[src/rtl/receiver_pkg.sv]
// Shared types and constants for the 16x oversampling serial receiver.
// Frame: one low start bit, DATA_BITS data bits LSB first, one high stop bit.
package receiver_pkg;

  typedef enum logic [1:0] {
    IDLE  = 2'd0,
    START = 2'd1,
    DATA  = 2'd2,
    STOP  = 2'd3
  } rx_state_t;

  localparam int OVERSAMPLE = 16;
  localparam int MID_SAMPLE = 7;
  localparam int DATA_BITS  = 8;

  localparam int TICK_W = $clog2(OVERSAMPLE);
  localparam int BIT_W  = $clog2(DATA_BITS);

  // Typed copies so comparisons against the counters stay width-matched
  localparam logic [TICK_W-1:0] MID_TICK  = TICK_W'(MID_SAMPLE);
  localparam logic [TICK_W-1:0] LAST_TICK = TICK_W'(OVERSAMPLE - 1);
  localparam logic [BIT_W-1:0]  LAST_BIT  = BIT_W'(DATA_BITS - 1);

endpackage

[src/rtl/receiver_sample_tick.sv]
// Sample-tick divider: one-clk tick every BAUD_DIV clks, restarted by clear.
// The tick is combinational so the first tick lands exactly BAUD_DIV clks after clear drops.
module sample_tick #(
  parameter int BAUD_DIV = 326
) (
  input  logic clk,
  input  logic rst_n,
  input  logic clear,
  output logic tick
);

  localparam int CNT_W = (BAUD_DIV > 1) ? $clog2(BAUD_DIV) : 1;
  localparam logic [CNT_W-1:0] LAST = CNT_W'(BAUD_DIV - 1);

  logic [CNT_W-1:0] count;

  always_ff @(posedge clk or negedge rst_n) begin
    if (!rst_n) begin
      count <= '0;
    end else if (clear || (count == LAST)) begin
      count <= '0;
    end else begin
      count <= count + 1'b1;
    end
  end

  assign tick = !clear && (count == LAST);

endmodule

[src/rtl/receiver.sv]
// Serial byte receiver with 16x oversampling and single mid-bit sampling.
// Delivers each correctly framed byte on rx_data with a one-clk rx_status pulse.
module receiver
  import receiver_pkg::*;
#(
  parameter int BAUD_DIV = 326
) (
  input  logic       clk,
  input  logic       rst_n,
  input  logic       din,
  output logic [7:0] rx_data,
  output logic       rx_status,
  output logic       rx_error,
  output logic       rx_busy
);

  rx_state_t state_q, state_d;

  logic din_meta_p0, din_sync_p1, din_prev_p2;
  logic fall_edge;

  logic              tick;
  logic              tick_clear;
  logic [TICK_W-1:0] tick_cnt;
  logic [BIT_W-1:0]  bit_cnt;
  logic [DATA_BITS-1:0] shift_reg;

  logic mid_start, bit_end;
  logic tick_restart, bit_restart, sample_bit, good_stop, bad_stop;

  // Stage 0/1: two-flop synchronizer, stage 2: previous value for edge detect
  always_ff @(posedge clk or negedge rst_n) begin
    if (!rst_n) begin
      din_meta_p0 <= 1'b1;
      din_sync_p1 <= 1'b1;
      din_prev_p2 <= 1'b1;
    end else begin
      din_meta_p0 <= din;
      din_sync_p1 <= din_meta_p0;
      din_prev_p2 <= din_sync_p1;
    end
  end

  assign fall_edge = din_prev_p2 && !din_sync_p1;

  // Divider held in reset throughout IDLE so a frame always starts from a clean phase
  assign tick_clear = (state_q == IDLE);

  sample_tick #(
    .BAUD_DIV (BAUD_DIV)
  ) u_sample_tick (
    .clk   (clk),
    .rst_n (rst_n),
    .clear (tick_clear),
    .tick  (tick)
  );

  assign mid_start = tick && (tick_cnt == MID_TICK);
  assign bit_end   = tick && (tick_cnt == LAST_TICK);

  always_ff @(posedge clk or negedge rst_n) begin
    if (!rst_n) begin
      state_q <= IDLE;
    end else begin
      state_q <= state_d;
    end
  end

  always_comb begin
    state_d      = state_q;
    tick_restart = 1'b0;
    bit_restart  = 1'b0;
    sample_bit   = 1'b0;
    good_stop    = 1'b0;
    bad_stop     = 1'b0;
    unique case (state_q)
      IDLE: begin
        if (fall_edge) begin
          state_d = START;
        end
      end
      START: begin
        if (mid_start) begin
          if (din_sync_p1) begin
            state_d = IDLE;
          end else begin
            // Realign the tick counter so later samples fall 16 ticks apart at mid-bit
            state_d      = DATA;
            tick_restart = 1'b1;
            bit_restart  = 1'b1;
          end
        end
      end
      DATA: begin
        if (bit_end) begin
          sample_bit = 1'b1;
          if (bit_cnt == LAST_BIT) begin
            state_d = STOP;
          end
        end
      end
      STOP: begin
        if (bit_end) begin
          state_d   = IDLE;
          good_stop = din_sync_p1;
          bad_stop  = !din_sync_p1;
        end
      end
      default: state_d = IDLE;
    endcase
  end

  always_ff @(posedge clk or negedge rst_n) begin
    if (!rst_n) begin
      tick_cnt <= '0;
    end else if (tick_clear || tick_restart) begin
      tick_cnt <= '0;
    end else if (tick) begin
      tick_cnt <= (tick_cnt == LAST_TICK) ? '0 : tick_cnt + 1'b1;
    end
  end

  always_ff @(posedge clk or negedge rst_n) begin
    if (!rst_n) begin
      bit_cnt <= '0;
    end else if (bit_restart) begin
      bit_cnt <= '0;
    end else if (sample_bit) begin
      bit_cnt <= bit_cnt + 1'b1;
    end
  end

  // Shift register is pure data: every bit is rewritten before it is ever used
  always_ff @(posedge clk) begin
    if (sample_bit) begin
      shift_reg[bit_cnt] <= din_sync_p1;
    end
  end

  // Stage 3: registered result and status pulses
  always_ff @(posedge clk or negedge rst_n) begin
    if (!rst_n) begin
      rx_data   <= '0;
      rx_status <= 1'b0;
      rx_error  <= 1'b0;
    end else begin
      rx_status <= good_stop;
      rx_error  <= bad_stop;
      if (good_stop) begin
        rx_data <= shift_reg;
      end
    end
  end

  assign rx_busy = (state_q != IDLE);

endmodule

[config.mk]
export PLATFORM = sky130hd
export DESIGN_NAME = receiver
export DESIGN_NICKNAME = d
export VERILOG_FILES = /design/src/rtl/receiver_pkg.sv /design/src/rtl/receiver_sample_tick.sv /design/src/rtl/receiver.sv
export SDC_FILE = /design/constraint.sdc
export NUM_CORES = 1
export LEC_CHECK = 0
export BUFFER_PORTS_ARGS = -buffer_cell sky130_fd_sc_hd__buf_2
export CAP_MARGIN = 5
export CORE_ASPECT_RATIO = 0.5
export CORE_UTILIZATION = 38
export CTS_BUF_LIST = sky130_fd_sc_hd__clkbuf_16
export DETAILED_ROUTE_END_ITERATION = 8
export REMOVE_ABC_BUFFERS = 1
export SLEW_MARGIN = 25
export SYNTH_ARGS = -nofsm -noshare
export SYNTH_HDL_FRONTEND = slang
export SYNTH_SLANG_ARGS = --single-unit
[constraint.sdc]
create_clock -name clk -period 3.74 [get_ports clk]
set_input_delay 0.748 -clock clk [delete_from_list [all_inputs] [get_ports clk]]
set_output_delay 0.748 -clock clk [all_outputs]
set_load 0.005 [all_outputs]
==> results.sh <==
export IMPL_cts_setup_buffers=0
export IMPL_start_kind="register"
export IMPL_p_per_area_nw_per_um2=517.3
export IMPL_yosysTopAreaCell="dfrtp_1"
export IMPL_cts_max_level=2
export IMPL_worstPathMaxFanout=6
export IMPL_cts_resized=0
export IMPL_leakagePower_uw=0.0009184
export IMPL_die_area_sq_um=4885
export IMPL_vias=1086
export IMPL_ys_seq_elements=39
export IMPL_synthesis_area_sq_um=1745
export IMPL_synth_area_leaders="dfrtp_1 40%, edfxtp_1 14%, mux2_2 5.2%, nor2_1 4.7%, dfstp_2 4.5%"
export IMPL_hold_buffers=0
export IMPL_clkTransAtPathRegs_ns=0.06
export IMPL_cts_made_buffers=5
export IMPL_setup_tns_final_ns=0
export IMPL_syn_instance_count=144
export IMPL_antenna_found_initial=0
export IMPL_area_growth_pct=15.27
export IMPL_rsz0062_at_grt="false"
export IMPL_synth_ff_type="dfrtp_1"
export IMPL_drive_gt1_frac=0.2393
export IMPL_first_pass_iters=6
export IMPL_stdcell_area_sq_um=2012
export IMPL_synthArstFlopShare=0.7949
export IMPL_required_ns=3.71
export IMPL_first_global_vias=1071
export IMPL_place_congestion=0.7544
export IMPL_synth_common_cells="28 x dfrtp_1, 22 x nor2_1, 10 x nand3_1"
export IMPL_die_h_microns=49.93
export IMPL_dieWidth_microns=97.85
export IMPL_clk_latency_ns=0.28
export IMPL_status="finished with violations"
export IMPL_io_buffer_count=13
export IMPL_grt_start_max_net_pins=32
export IMPL_final_util=0.4855
export IMPL_cp_top_family="simple AND/OR/NAND/NOR gates"
export IMPL_start_util=0.4212
export IMPL_rows=16
export IMPL_cts_sinks=39
export IMPL_place_area_sq_um=1871
export IMPL_cts_tree="done"
export IMPL_vias_per_cell=5.005
export IMPL_end_kind="register"
export IMPL_slew_viol_final=0
export IMPL_wl_per_cell_microns=12.80
export IMPL_synth_top_cell_area_share=0.4014
export IMPL_worstMarginPinSlew_ns=0.6845
export IMPL_vdd_drop_max_mv=0.1998
export IMPL_ys_seq_area_frac=0.5842
export IMPL_antenna_left=0
export IMPL_violations="DRC"
export IMPL_fin_skew_ns=0.002698
export IMPL_crit_slowest_cell="or4b_4"
export IMPL_synth_edf_count=8
export IMPL_dp_hpwl_mm=1.924
export IMPL_path_buf_inv=0
export IMPL_relSlewSlack=0.5437
export IMPL_max_freq_ghz=0.4657
export IMPL_fin_crit_ns=2.148
export IMPL_first_iter_violations=74
export IMPL_slowest_delay_ns=0.59
export IMPL_crit_chain="or4b_4 -> nor2_1 -> nand3_1 -> nor3_1"
export IMPL_overflow=0
export IMPL_groute_usage_overall=0.1367
export IMPL_setup_viol=0
export IMPL_maxCapViolCount=0
export IMPL_grt_pass1_wl_mm=5.016
export IMPL_avgSynthCellArea_sq_um=12.12
export IMPL_worstSetupPathType="reg2reg"
export IMPL_finalNonFillerCells=217
export IMPL_core_area_sq_um=4144
export IMPL_io_pins=14
export IMPL_n_antenna_cell=0
export IMPL_hold_viol=0
export IMPL_wirelength_mm=2.778
export IMPL_dp_cells=209
export IMPL_nets=170
export IMPL_hold_class="reg2reg"
export IMPL_yosysMostFrequentCell="dfrtp_1"
export IMPL_finalCritPeriodShare=0.5742
export IMPL_root_buffer="clkbuf_16"
export IMPL_ys_types=36
export IMPL_largest_reg_flops=9
export IMPL_clk_path_buf_depth=2
export IMPL_fin_ws_ns=1.592
export IMPL_arrival_ns=2.12
export IMPL_dp_slack_ns=1.645
export IMPL_drcViolationCount=2
export IMPL_yosysWarnings=0
per-stage QoR:
step,power (uW),hold slack (ns)
after global routing,1103,0.3583
final,1041,0.3547
after global placement,652.7,0.3457
after CTS,1056,0.3549
after detailed placement,654.6,0.3468
after floorplan,621.9,0.3452
layer usage:
layer,GRT usage,vias to the layer above,part of all wire,routed length [microns]
li1,-,552,-,-
met1,0.1757,514,0.51,1417
met2,0.2101,15,0.44,1219
met3,0.04681,5,0.037,104
met4,0.06061,0,0.014,38
met5,0,-,0,0
area by class of cell:
| type | instances | area (sq um) |
|---|---|---|
| inverter | 2 | 7.507 |
| multi-input combinational | 101 | 710.7 |
| timing repair buffer | 13 | 65.06 |
| tap | 54 | 67.56 |
| clock inverter | 3 | 16.27 |
| fill | 389 | 2132 |
| sequential | 39 | 1020 |
| clock buffer | 5 | 125.1 |
final timing paths:
path / start / to / slack [ns] / cells past startpoint
max: u_sample_tick.count[3]$_DFF_PN0_ / shift_reg[4]$_DFFE_PP_ / 1.59 / 4
min: din_meta_p0$_DFF_PN1_ / din_sync_p1$_DFF_PN1_ / 0.35 / 0
max reg2reg: u_sample_tick.count[3]$_DFF_PN0_ / shift_reg[4]$_DFFE_PP_ / 1.59 / 4
min reg2reg: din_meta_p0$_DFF_PN1_ / din_sync_p1$_DFF_PN1_ / 0.35 / 0
max in group asynchronous: rst_n / tick_cnt[2]$_DFFE_PN0P_ / 2.78 / 1
min in group asynchronous: rst_n / u_sample_tick.count[2]$_DFF_PN0_ / 0.51 / 1
cell usage in the layout (no fill, tap or decap), types with 4 or more instances in the layout:
| master | Yosys | layout |
|---|---|---|
| xor2_1 | 7 | 7 |
| clkbuf_16 | 0 | 5 |
| nand4_1 | 4 | 4 |
| buf_2 | 0 | 13 |
| nand3_1 | 10 | 10 |
| edfxtp_1 | 8 | 8 |
| nor3_1 | 4 | 4 |
| dfrtp_1 | 28 | 28 |
| mux2_2 | 8 | 8 |
| nor2_1 | 22 | 22 |
| nand2_1 | 8 | 8 |
| ha_1 | 5 | 5 |
| a21oi_1 | 7 | 7 |
kinds of logic after synthesis:
| logic type | synth area share |
|---|---|
| AOI/OAI and AO/OA | 0.02867 |
| xor gates and xnor gates | 0.05018 |
| adders and majority gates | 0.03584 |
| buffers and inverters | 0.008605 |
| DFF | 0.5842 |
| muxes | 0.06308 |
| and+or+nand+nor | 0.2294 |
report_power, final:
part           internal, uW  switching [uW]  total [uW]  leakage, uW
clock                   243             151         394    0.0000710
sequential              475            61.7         536     0.000476
combinational          57.7            53.0         111     0.000371
Power figures use the tool's default switching activity.
